`config.mk`:
```
export PLATFORM = sky130hd
export DESIGN_NAME = fake_netlist_pattern_driver_flat
export DESIGN_NICKNAME = d
export VERILOG_FILES = /design/src/rtl/fake_netlist_pattern_driver_if.sv /design/src/rtl/fake_netlist_pattern_driver.sv /design/src/flat_wrapper.sv
export SDC_FILE = /design/constraint.sdc
export NUM_CORES = 1
export LEC_CHECK = 0
export CORE_ASPECT_RATIO = 2
export CORE_MARGIN = 3
export CORE_UTILIZATION = 40
export DETAILED_ROUTE_END_ITERATION = 8
export PLACE_DENSITY_LB_ADDON = 0.2
export SYNTH_ARGS = -nofsm -noshare
export SYNTH_HDL_FRONTEND = slang
export SYNTH_SLANG_ARGS = --single-unit
```
`constraint.sdc`:
```
create_clock -name clk -period 1.9 [get_ports clk]
set_input_delay 0.38 -clock clk [delete_from_list [all_inputs] [get_ports clk]]
set_output_delay 0.38 -clock clk [all_outputs]
set_load 0.01 [all_outputs]
```
`src/rtl/fake_netlist_pattern_driver_if.sv`:
```
// Bus between the pattern driver and whatever sits around it: run control,
// seed, the vector towards the netlist, its response and the run result.
interface fake_netlist_pattern_driver_if #(
    parameter int unsigned NUM_PATTERNS = 256
);
    localparam int unsigned CW = $clog2(NUM_PATTERNS + 1);

    logic          start;
    logic          abort;
    logic          seed_load;
    logic [26:0]   seed;
    logic [26:0]   pat_out;
    logic          resp_in;
    logic          busy;
    logic          done;
    logic [15:0]   signature;
    logic [CW-1:0] ones_count;

    // Controller / test side.
    modport master (
        output start, abort, seed_load, seed, resp_in,
        input  pat_out, busy, done, signature, ones_count
    );

    // Pattern driver side.
    modport slave (
        input  start, abort, seed_load, seed, resp_in,
        output pat_out, busy, done, signature, ones_count
    );
endinterface

```
`src/rtl/fake_netlist_pattern_driver.sv`:
```
// Sequential pattern driver for 27-in/1-out fake netlists: drives LFSR
// vectors, waits for the netlist to settle, compacts responses into a CRC-16.
module fake_netlist_pattern_driver #(
    parameter int unsigned NUM_PATTERNS  = 256,
    parameter int unsigned SETTLE_CYCLES = 2
) (
    input logic                          clk,
    input logic                          rst_n,
    fake_netlist_pattern_driver_if.slave bus
);
    localparam int unsigned CW = $clog2(NUM_PATTERNS + 1);
    localparam int unsigned SW = (SETTLE_CYCLES > 0) ? $clog2(SETTLE_CYCLES + 1) : 1;
    localparam logic [CW-1:0] LastIdx    = CW'(NUM_PATTERNS - 1);
    localparam logic [SW-1:0] SettleInit = SW'(SETTLE_CYCLES);

    typedef enum logic [2:0] {StIdle, StApply, StSettle, StCapture, StDone} state_e;

    state_e        state_q, state_d;
    logic [26:0]   lfsr_q, lfsr_d;
    logic [26:0]   seed_q, seed_d;
    logic [26:0]   pat_q, pat_d;
    logic [15:0]   sig_q, sig_d;
    logic [CW-1:0] ones_q, ones_d;
    logic [CW-1:0] cnt_q, cnt_d;
    logic [SW-1:0] settle_q, settle_d;

    logic [26:0]   seed_eff;
    logic          idle_or_done;
    logic          fb;

    function automatic logic [26:0] lfsr_step(input logic [26:0] v);
        return {v[25:0], v[26] ^ v[4] ^ v[1] ^ v[0]};
    endfunction

    // An all-zero seed would lock the LFSR, so it is replaced by 1.
    assign seed_eff     = (bus.seed == 27'h0) ? 27'h0000001 : bus.seed;
    assign idle_or_done = (state_q == StIdle) || (state_q == StDone);
    assign fb           = sig_q[15] ^ bus.resp_in;

    // State register.
    always_ff @(posedge clk or negedge rst_n) begin
        if (!rst_n) state_q <= StIdle;
        else        state_q <= state_d;
    end

    // Datapath registers.
    always_ff @(posedge clk or negedge rst_n) begin
        if (!rst_n) begin
            lfsr_q   <= 27'h0000001;
            seed_q   <= 27'h0000001;
            pat_q    <= '0;
            sig_q    <= '0;
            ones_q   <= '0;
            cnt_q    <= '0;
            settle_q <= '0;
        end else begin
            lfsr_q   <= lfsr_d;
            seed_q   <= seed_d;
            pat_q    <= pat_d;
            sig_q    <= sig_d;
            ones_q   <= ones_d;
            cnt_q    <= cnt_d;
            settle_q <= settle_d;
        end
    end

    // Next-state and datapath update; abort overrides everything incl. completion.
    always_comb begin
        state_d  = state_q;
        lfsr_d   = lfsr_q;
        seed_d   = seed_q;
        pat_d    = pat_q;
        sig_d    = sig_q;
        ones_d   = ones_q;
        cnt_d    = cnt_q;
        settle_d = settle_q;

        if (idle_or_done && bus.seed_load) seed_d = seed_eff;

        if (bus.abort) begin
            state_d = StIdle;
        end else begin
            unique case (state_q)
                StIdle, StDone: begin
                    if (bus.start) begin
                        state_d = StApply;
                        // A coincident seed_load seeds this very run.
                        lfsr_d  = bus.seed_load ? seed_eff : seed_q;
                        sig_d   = '0;
                        ones_d  = '0;
                        cnt_d   = '0;
                    end
                end
                StApply: begin
                    pat_d    = lfsr_q;
                    settle_d = SettleInit;
                    state_d  = (SETTLE_CYCLES == 0) ? StCapture : StSettle;
                end
                StSettle: begin
                    settle_d = settle_q - 1'b1;
                    if (settle_q <= SW'(1)) state_d = StCapture;
                end
                StCapture: begin
                    sig_d  = {sig_q[14:0], 1'b0} ^ (fb ? 16'h1021 : 16'h0000);
                    ones_d = ones_q + CW'(bus.resp_in);
                    lfsr_d = lfsr_step(lfsr_q);
                    if (cnt_q == LastIdx) begin
                        state_d = StDone;
                    end else begin
                        cnt_d   = cnt_q + 1'b1;
                        state_d = StApply;
                    end
                end
                default: state_d = StIdle;
            endcase
        end
    end

    assign bus.pat_out    = pat_q;
    assign bus.signature  = sig_q;
    assign bus.ones_count = ones_q;
    assign bus.busy       = (state_q == StApply) || (state_q == StSettle) ||
                            (state_q == StCapture);
    assign bus.done       = (state_q == StDone);
endmodule

```
`src/flat_wrapper.sv`:
```
// flat-port wrapper written by rule: the top's interface ports become plain ports
module fake_netlist_pattern_driver_flat 
#(
    parameter int unsigned NUM_PATTERNS  = 256,
    parameter int unsigned SETTLE_CYCLES = 2
)
  (clk, rst_n, bus_start, bus_abort, bus_seed_load, bus_seed, bus_resp_in, bus_pat_out, bus_busy, bus_done, bus_signature, bus_ones_count);
  fake_netlist_pattern_driver_if #(.NUM_PATTERNS(NUM_PATTERNS)) bus_i ();
  input logic clk;
  input logic rst_n;
  input wire logic [$bits(bus_i.start)-1:0] bus_start;
  input wire logic [$bits(bus_i.abort)-1:0] bus_abort;
  input wire logic [$bits(bus_i.seed_load)-1:0] bus_seed_load;
  input wire logic [$bits(bus_i.seed)-1:0] bus_seed;
  input wire logic [$bits(bus_i.resp_in)-1:0] bus_resp_in;
  output wire logic [$bits(bus_i.pat_out)-1:0] bus_pat_out;
  output wire logic [$bits(bus_i.busy)-1:0] bus_busy;
  output wire logic [$bits(bus_i.done)-1:0] bus_done;
  output wire logic [$bits(bus_i.signature)-1:0] bus_signature;
  output wire logic [$bits(bus_i.ones_count)-1:0] bus_ones_count;
  assign bus_i.start = bus_start;
  assign bus_i.abort = bus_abort;
  assign bus_i.seed_load = bus_seed_load;
  assign bus_i.seed = bus_seed;
  assign bus_i.resp_in = bus_resp_in;
  assign bus_pat_out = bus_i.pat_out;
  assign bus_busy = bus_i.busy;
  assign bus_done = bus_i.done;
  assign bus_signature = bus_i.signature;
  assign bus_ones_count = bus_i.ones_count;
  fake_netlist_pattern_driver #(.NUM_PATTERNS(NUM_PATTERNS), .SETTLE_CYCLES(SETTLE_CYCLES)) u_core (.clk(clk), .rst_n(rst_n), .bus(bus_i));
endmodule
```
==> flow_summary.json, run 1 <==
{
  "crit_buf_inv": 0,
  "layout.nets": 597,
  "critPathMaxStageDelay_ns": 0.50,
  "fmax_mhz": 505,
  "powerDensity_mw_per_mm2": 1270,
  "synth_edf_count": 0,
  "crit_slowest_cell": "or4_4",
  "dr.pass1.iters": 4,
  "synth-simple-area-share": 0.0911,
  "worst_pin_slew_ns": 0.382,
  "grt_setup_unrepaired": "yes",
  "ff_latch_area_sq_mm": 0.00301,
  "p_leak_uw": 0.00327,
  "hpwlAfterDp_microns": 9190,
  "grt_overflow_total": 0,
  "first_iter_violations": 126,
  "failed_checks": "negative setup slack",
  "initial_core_util": 0.410,
  "synth-async-reset-ratio": 1.00,
  "synth_adder_area_share": 0.0117,
  "ys_seq_area_frac": 0.561,
  "fin_worst_skew_ns": 0.00865,
  "timing.final.crit_share": 1.04,
  "tritoncts": "done",
  "multi_input_area_sq_mm": 0.00227,
  "setup-violations-final": 2,
  "synthXorXnorAreaFrac": 0.0257,
  "synth_area_per_cell_sq_um": 12.6,
  "maxSlewViolCount": 0,
  "n_fill_cell": 1107,
  "hold_viol_final": 0,
  "antenna_left": 0,
  "synth-compound-area-share": 0.121,
  "cp-start-kind": "flop",
  "grt_usage": 0.187,
  "root_buffer": "clkbuf_16",
  "synth-seq-cells": 120,
  "critical_path_class": "reg -> reg",
  "cpMostUsedCell": "ha_2",
  "die_x_microns": 87.8,
  "crit_chain": "ha_2 -> nand3_2 -> nor2_1 -> ha_2 -> nand4bb_4 -> a21o_1 -> or4_4 -> a21oi_2",
  "slew-limit-headroom": 0.745,
  "yosysTopAreaCellShare": 0.551,
  "yosysWarnings": 0,
  "arrival_ns": 2.32,
  "vias": 3980,
  "critical_path.max_fanout": 5,
  "synth_ff_type": "dfrtp_1",
  "grt_pass1_wl_microns": 21400,
  "grt_max_degree": 48,
  "numCtsBuffers": 17,
  "synth_area_leader_cell": "dfrtp_1",
  "synth_area_leaders": "dfrtp_1 (55%), mux2_2 (7.4%), mux2i_1 (5.0%)",
  "grt_pass1_vias": 4206,
  "htreeDepth": 4,
  "fin_crit_ns": 1.98,
  "clkTransAtPathRegs_ns": 0.06,
  "fp.coreArea_sq_mm": 0.0131,
  "drive_gt1_frac": 0.250,
  "setup_tns_ns": -0.133,
  "synthMuxAreaShare": 0.162,
  "synth_top_family_by_area": "multiplexers",
  "synth_nets": 463,
  "vias_per_cell": 5.50,
  "wl_per_cell_microns": 17.8,
  "die-height_microns": 170,
  "worstSetupEndpointType": "flop",
  "synth.cell_area_sq_mm": 0.00536,
  "synthCells": 425,
  "antenna_found_initial": 0,
  "hp-class": "in -> reg",
  "place_area_sq_mm": 0.00674,
  "num_rows": 59,
  "total_power_uw": 9340,
  "io_buffers": 86,
  "drv_cap": 0,
  "setup_ws_ns": -0.0790,
  "insertedDiodeCount": 0,
  "ys_types": 51,
  "final_cell_area_sq_mm": 0.00738,
  "die_area_sq_mm": 0.0149,
  "cts_buffer_depth": 2,
  "drcViolationCount": 0,
  "crit_required_ns": 2.24,
  "ir_drop_v": 0.000801,
  "place_congestion": 0.874,
  "drt_wl_total_microns": 12900,
  "syn_to_final_growth_pct": 37.9,
  "insertion_delay_ns": 0.42,
  "path_delay_family": "simple AND/OR/NAND/NOR gates",
  "io_pins": 87,
  "cts_sinks": 120,
  "status": "complete, but fails checks"
}
==> report_power, final <==
part | internal, uW | switching (uW)
Combinational | 1500 | 967
Clock | 1690 | 1240
Sequential | 3370 | 575
==> routing by layer <==
metal	up-vias	track usage	wire length (microns)
li1	1850	-	-
met3	25	0.0452	425
met1	2012	0.219	5020
met5	-	0	0
met4	0	0.0795	319
met2	93	0.320	7100
==> what timing repair did <==
item,CTS,global route
gates cloned,0,0
pin swaps,5,1
hold buffers,1,0
hold endpoints to repair,22,0
setup endpoints to repair,5,13
gates resized for setup,9,6
buffers inserted,5,1
==> sequential cells by signal (all words and copies together), names as in the netlist <==
| register | flops |
|---|---|
| u_core.bus.ones_count | 9 |
| u_core.lfsr_q | 27 |
| u_core.bus.pat_out | 27 |
| u_core.seed_q | 27 |
| u_core.bus.signature | 16 |
| u_core.state_q | 3 |
| u_core.cnt_q | 9 |
| u_core.settle_q | 2 |
==> per-stage QoR <==
stage | hold slack, ns | util | cells | setup slack, ns
floorplan | 0.0844 | - | 425 | -0.0757
global route | 0.441 | 0.565 | 724 | -0.139
finish | 0.393 | 0.565 | 724 | -0.0790
CTS | 0.433 | 0.563 | 723 | -0.0877
global placement | 0.322 | 0.516 | 685 | -0.326
detailed placement | 0.330 | 0.516 | 685 | -0.352
==> worst reg2reg max path, cell delays in order, from the launching register on <==
cell and delay [ns]:
dfrtp_1 0.40, ha_2 0.19, nand3_2 0.05, nor2_1 0.04, ha_2 0.17, nand4bb_4 0.19
a21o_1 0.22, or4_4 0.50, a21oi_2 0.15
==> path summary, 6_finish.rpt <==
path	start	to	slack, ns	cells past startpoint
setup reg to reg	u_core.cnt_q[0]	u_core.cnt_q[7]	-0.08	8
hold reg to reg	u_core.seed_q[1]	u_core.seed_q[1]	0.48	1
min in group asynchronous	rst_n	u_core.settle_q[0]	0.43	2
hold / removal	bus_abort	u_core.state_q[2]	0.39	3
setup / recovery	u_core.cnt_q[0]	u_core.cnt_q[7]	-0.08	8
max in group asynchronous	rst_n	u_core.seed_q[0]	0.83	3
==> layout make-up <==
cell class                      count  area share
Clock buffer                       17      0.0576
Sequential cell                   120       0.407
Timing Repair Buffer              141       0.183
Tap cell                          152      0.0258
Inverter                            6     0.00305
Multi-Input combinational cell    273       0.307
Clock inverter                     15      0.0163
==> cells in the mapped netlist (5+ instances only) <==
master,instances
clkbuf_1,10
mux2_2,35
dfrtp_1,118
o21ai_0,9
xnor2_1,9
nand2_1,13
buf_2,11
inv_1,6
nor2_1,42
mux2i_1,27
nand3_1,5
a21oi_1,10
ha_1,5
nor4_1,6
mux2_1,18
a22o_1,16
a221o_1,24
==> cell usage in the layout, fill, tap and decap left out, types with 5 or more instances in the layout <==
cell and n:
a21oi_1 8, dfrtp_1 116, clkdlybuf4s50_1 82, a221o_1 24, o21ai_0 8, nand2_1 13
mux2i_1 27, inv_6 5, nor4_1 6, a22o_1 16, nor2_1 41, xnor2_1 9
mux2_2 35, buf_4 48, buf_12 6, inv_1 6, clkbuf_16 17, mux2_1 18
==> kinds of logic (layout without fill, tap and decap cells) <==
logic type               Yosys count  after routing
buffers and inverters             32            179
flip-flops                       120            120
XOR/XNOR                          14             14
AND/OR/NAND/NOR                   93             93
AO/OA/AOI/OAI                     81             81
multiplexers                      80             80
adder cells (fa/ha/maj)            5              5
(Power assumes the default switching activity.)
==> run 2: changes to the inputs <==
- PLACE_DENSITY_LB_ADDON: 0.2 -> 0.08
==> run 2 against run 1 <==
The run still ends with negative setup slack left. Final cell count rose by 0.69%. Sequential share of layout area fell by 0.90 points. Register-to-register slack barely moved. Hold slack improved by 0.075 ns. Maximum frequency fell by 0.60%. Wire length rose by 6.8%. Via count rose by 0.88%. Clock power rose by 17%. First-iteration DRC count rose by 48%.
==> flow_summary.json, run 2 (same netlist as run 1, synthesis figures left out) <==
{
  "maxSlewViolCount": 0,
  "status": "complete, but fails checks",
  "failed_checks": "negative setup slack",
  "hold-worst-slack_ns": 0.469,
  "crit_required_ns": 2.23,
  "insertion_delay_ns": 0.41,
  "critPathMaxStageDelay_ns": 0.50,
  "hp-class": "in -> async",
  "die_area_sq_mm": 0.0149,
  "syn_to_final_growth_pct": 40.9,
  "path_delay_family": "simple AND/OR/NAND/NOR gates",
  "final_common_cell": "dfrtp_1",
  "die-height_microns": 170,
  "worst_pin_slew_ns": 0.648,
  "grt_overflow_total": 0,
  "cts_buffer_depth": 2,
  "powerDensity_mw_per_mm2": 1310,
  "setup_ws_ns": -0.0909,
  "layout.nets": 602,
  "grt_pass1_wl_microns": 21600,
  "layout_common_cells": "dfrtp_1 (118), clkdlybuf4s50_1 (83), buf_4 (49)",
  "fmax_mhz": 502,
  "place_area_sq_mm": 0.00670,
  "hpwlAfterDp_microns": 9090,
  "fin_crit_ns": 1.99,
  "drive_gt1_frac": 0.263,
  "num_rows": 59,
  "vias": 4015,
  "io_pins": 87,
  "drcViolationCount": 0,
  "htreeDepth": 4,
  "drt_wl_total_microns": 13700,
  "tritoncts": "done",
  "root_buffer": "clkbuf_16",
  "vias_per_cell": 5.51,
  "placed_cells": 681,
  "numCtsBuffers": 17,
  "crit_slowest_cell": "or4_4",
  "setup-violations-final": 3,
  "cp-start-kind": "flop",
  "cpMostUsedCell": "ha_2",
  "antenna_found_initial": 0,
  "layout.cells.non_filler": 729,
  "hold_viol_final": 0,
  "critical_path_class": "reg -> reg",
  "dp_slack_ns": -0.519,
  "grt_usage": 0.189,
  "p_leak_uw": 0.00332,
  "arrival_ns": 2.33,
  "cts_sinks": 120,
  "critical_path.max_fanout": 6,
  "final_cell_area_sq_mm": 0.00755,
  "initial_core_util": 0.410,
  "crit_buf_inv": 0,
  "setup_tns_ns": -0.253,
  "fin_worst_skew_ns": 0.0105,
  "fp.coreArea_sq_mm": 0.0131,
  "io_buffers": 86,
  "ir_drop_v": 0.000729,
  "place_congestion": 0.812,
  "clkTransAtPathRegs_ns": 0.06,
  "worstSetupEndpointType": "flop",
  "grt_max_degree": 47,
  "drv_cap": 0,
  "grt_setup_unrepaired": "yes",
  "crit_chain": "ha_2 -> nand3_2 -> nor2_1 -> ha_2 -> nand4bb_4 -> a21o_1 -> or4_4 -> a21oi_2",
  "dr.pass1.iters": 4,
  "timing.final.crit_share": 1.05,
  "n_fill_cell": 1103,
  "die_x_microns": 87.8,
  "first_iter_violations": 186,
  "insertedDiodeCount": 0,
  "slew-limit-headroom": 0.567,
  "wl_per_cell_microns": 18.8,
  "grt_pass1_vias": 4323,
  "antenna_left": 0
}
[run 2: cell count changes in the layout (fill, tap and decap cells not counted), sizes merged]
| cell | change |
|---|---|
| dlygate4sd2 | -1 |
| clkdlybuf4s50 | +1 |
| clkinvlp | +2 |
| clkbuf | +3 |
| inv | -4 |
| buf | +4 |
| dlymetal6s2s | -1 |
| clkinv | -4 |
| nor2 | +1 |
| bufinv | +4 |
[run 2: cell type report]
class	count	area, sq um	area share
clock buffers	19	443	0.0587
well taps	152	190	0.0252
inverters	6	22.5	0.00298
multi-input cells	274	2300	0.305
clock inverters	13	194	0.0257
flip-flops and latches	120	3010	0.398
repair buffers	145	1390	0.184
[run 2: per-layer routing]
| layer | GRT usage | wire length [microns] |
|---|---|---|
| met1 | 0.211 | 5350 |
| met3 | 0.0432 | 510 |
| met4 | 0.0715 | 183 |
| met2 | 0.341 | 7690 |
| met5 | 0 | 0 |
[run 2: final timing paths]
check	start	endpoint	slack, ns	cells past startpoint
hold / removal	rst_n	u_core.settle_q[1]	0.47	2
min in group clk	u_core.seed_q[3]	u_core.seed_q[3]	0.48	1
setup / recovery	u_core.cnt_q[1]	u_core.cnt_q[5]	-0.09	8
setup reg to reg	u_core.cnt_q[1]	u_core.cnt_q[5]	-0.09	8
max in group asynchronous	rst_n	u_core.seed_q[0]	0.81	3
hold reg to reg	u_core.seed_q[3]	u_core.seed_q[3]	0.48	1
[run 2: per-stage QoR]
stage / total power [uW] / util
floorplan: 5170 / -
global placement: 6370 / 0.513
detailed placement: 6450 / 0.513
CTS: 9960 / 0.567
global route: 10400 / 0.578
finish: 9900 / 0.578
[run 2: worst reg2reg max path, cell delays in order (launching register included)]
cell and delay (ns):
dfrtp_1 0.38, ha_2 0.20, nand3_2 0.06, nor2_1 0.04
ha_2 0.18, nand4bb_4 0.20, a21o_1 0.24, or4_4 0.50
a21oi_2 0.13
[run 2: power breakdown]
group	internal (uW)	leakage, uW	switching, uW	total (uW)
Clock	2240	0.000296	1200	3440
Combinational	1520	0.00150	991	2510
Sequential	3360	0.00152	582	3950
Total	7130	0.00332	2770	9900
[run 2: timing repair]
| item | 4_1_cts | 5_1_grt |
|---|---|---|
| pin swaps | 7 | 5 |
| buffers inserted | 5 | 9 |
| cloned | 0 | 1 |
| gates resized for setup | 8 | 20 |
| endpoints found under the hold margin | 27 | 0 |
| endpoints found under the setup margin | 19 | 53 |
| hold buffers | 1 | 0 |
==> run 3: changes to the inputs <==
- ABC_AREA: unset -> 1
==> run 3 against run 2 <==
The run now ends clean. Via count grew 17%. Critical path depth grew 3. First-iteration DRC count shrank 7.5%. Critical endpoint is now u_core.cnt_q[4].
==> flow_summary.json, run 3 <==
{
  "status": "complete, no violations",
  "htreeDepth": 4,
  "drcViolationCount": 0,
  "io_pins": 87,
  "num_rows": 59,
  "n_fill_cell": 1232,
  "vias": 4696,
  "synth-async-reset-ratio": 1.00,
  "synth_adder_area_share": 0.0114,
  "crit_slowest_cell": "dfrtp_1",
  "crit_chain": "ha_1 -> nand2_1 -> nor2_1 -> nand2_1 -> nor2_2 -> ha_2 -> inv_2 -> nor2_4 -> nor2_4 -> inv_2 -> o31ai_1",
  "reg2reg_to": "u_core.cnt_q[4]",
  "grt_max_degree": 53,
  "die-height_microns": 172,
  "worstSetupEndpointType": "flop",
  "multi_input_area_sq_mm": 0.00207,
  "synth_top_family_by_area": "simple AND/OR/NAND/NOR gates",
  "drv_cap": 0,
  "fp.coreArea_sq_mm": 0.0132,
  "cts_buffer_depth": 2,
  "fin_crit_ns": 1.82,
  "initial_core_util": 0.415,
  "crit_required_ns": 2.20,
  "tritoncts": "done",
  "synth_area_leader_cell": "dfrtp_1",
  "syn_to_final_growth_pct": 34.2,
  "grt_setup_unrepaired": "no",
  "critical_path.max_fanout": 7,
  "hold-worst-slack_ns": 0.470,
  "synth-simple-area-share": 0.221,
  "layout.nets": 806,
  "numCtsBuffers": 17,
  "final_common_cell": "nand2_1",
  "insertedDiodeCount": 0,
  "setup-violations-final": 0,
  "wl_per_cell_microns": 14.6,
  "grt_overflow_total": 0,
  "die_area_sq_mm": 0.0152,
  "grt_pass1_vias": 4834,
  "root_buffer": "clkbuf_16",
  "die_x_microns": 88.8,
  "yosysTopAreaCellShare": 0.539,
  "drt_wl_total_microns": 13700,
  "cts_sinks": 120,
  "ys_types": 33,
  "synth_edf_count": 0,
  "final_core_util": 0.557,
  "hpwlAfterDp_microns": 9920,
  "vias_per_cell": 5.03,
  "maxSlewViolCount": 0,
  "hold_viol_final": 0,
  "ir_drop_v": 0.000729,
  "drive_gt1_frac": 0.113,
  "critical_path_class": "reg -> reg",
  "timing.final.crit_share": 0.957,
  "synth_nets": 696,
  "setup_ws_ns": 0.0817,
  "synth_commonest_cells": "nand2_1 (232), dfrtp_1 (118), o21ai_0 (69), inv_1 (68), nor2_1 (32)",
  "synth_area_per_cell_sq_um": 8.33,
  "p_leak_uw": 0.00343,
  "synthCells": 658,
  "synth-compound-area-share": 0.130,
  "hp-class": "in -> async",
  "yosysWarnings": 0,
  "synth-seq-cells": 120,
  "insertion_delay_ns": 0.41,
  "regToRegSetupSlack_ns": 0.08,
  "place_congestion": 0.852,
  "synth.cell_area_sq_mm": 0.00548,
  "synthMuxAreaShare": 0,
  "fmax_mhz": 550,
  "synth_ff_type": "dfrtp_1",
  "fin_worst_skew_ns": 0.0116,
  "total_power_uw": 10200,
  "dp_slack_ns": -0.0259,
  "grt_pass1_wl_microns": 22800,
  "io_buffers": 86,
  "ff_latch_area_sq_mm": 0.00301,
  "synth_area_leaders": "dfrtp_1 (54%), nand2_1 (16%), o21ai_0 (6.3%)",
  "first_iter_violations": 172,
  "r2r_cells": 11,
  "antenna_found_initial": 0,
  "layout_common_cells": "nand2_1 (232), dfrtp_1 (118), clkdlybuf4s50_1 (83)",
  "arrival_ns": 2.12,
  "slew-limit-headroom": 0.678,
  "worst_pin_slew_ns": 0.484,
  "antenna_left": 0,
  "critPathMaxStageDelay_ns": 0.39,
  "synth_most_common_cell": "nand2_1",
  "synthXorXnorAreaFrac": 0.0128,
  "rr_startpoint": "u_core.cnt_q[0]",
  "clkTransAtPathRegs_ns": 0.06,
  "powerDensity_mw_per_mm2": 1390,
  "grt_usage": 0.195,
  "dr.pass1.iters": 5,
  "ys_seq_area_frac": 0.548,
  "cp-start-kind": "flop"
}
-- run 3: changes by cell type in the layout (fill, tap and decap cells not counted), sizes merged, moves of 7 or more --
cell,change
xnor2,-8
nand2,+223
a221o,-24
mux2,-53
nand3,+7
inv,+66
a22o,-14
buf,-26
o211ai,+23
mux2i,-27
o21ai,+60
o22ai,+9
-- run 3: cell families (layout without fill, tap and decap cells) --
group,count (synthesis),count (layout)
and+or+nand+nor,298,298
AOI/OAI and AO/OA,124,124
DFF,120,120
buffers and inverters,103,226
xor gates and xnor gates,8,8
adders and majority gates,5,5
-- run 3: per-layer routing --
layer | up-vias | global-route usage | share of wire
li1 | 2327 | - | -
met1 | 2255 | 0.215 | 0.38
met2 | 102 | 0.353 | 0.58
met3 | 12 | 0.0417 | 0.034
met4 | 0 | 0.0743 | 0.014
met5 | - | 0 | 0
-- run 3: worst max-delay path: cells and delay by family (launching register included) --
kind            cells  cell delay, ns
compound gates      1            0.21
fa+ha+maj           2            0.41
buf+inv             2            0.18
flops               1            0.39
simple gates        6            0.52
-- run 3: worst max-delay path by stage --
stage / cells past startpoint / slack, ns / endpoint / start
floorplan: 12 / 0.20 / u_core.cnt_q[2] / u_core.cnt_q[0]
detailed placement: 8 / -0.03 / u_core.bus.ones_count[8] / bus_resp_in
CTS: 12 / 0.01 / u_core.cnt_q[2] / u_core.cnt_q[1]
global route: 12 / 0.007 / u_core.cnt_q[6] / u_core.cnt_q[1]
finish: 11 / 0.08 / u_core.cnt_q[4] / u_core.cnt_q[0]
global placement: 8 / 0.02 / u_core.bus.ones_count[8] / bus_resp_in
-- run 3: final cells by class --
class,instances,area share
Sequential cell,120,0.409
Multi-Input combinational cell,435,0.282
Timing Repair Buffer,119,0.166
Clock buffer,19,0.0588
Inverter,75,0.0383
Tap cell,152,0.0259
Clock inverter,13,0.0211
-- run 3: report_power, final --
group	internal, uW	leakage [uW]	switching [uW]
combinational	1410	0.00161	1640
sequential	3440	0.00154	573
clock	2050	0.000271	1140
total	6900	0.00343	3350
-- run 3: through the flow --
step           cell area (sq um)  instances  setup TNS [ns]
4_1_cts                     7330        931               0
3_5_place_dp                6730        897         -0.0259
2_1_floorplan               5480        658               0
5_1_grt                     7360        933               0
6_report                    7360        933               0
3_3_place_gp                6730        897               0
-- run 3: repair_timing --
item,CTS,global route
hold endpoints to repair,26,0
gates resized for setup,2,7
gates cloned,0,0
pin swaps,0,2
endpoints found under the setup margin,2,11
buffers inserted,1,2
hold buffers,1,0
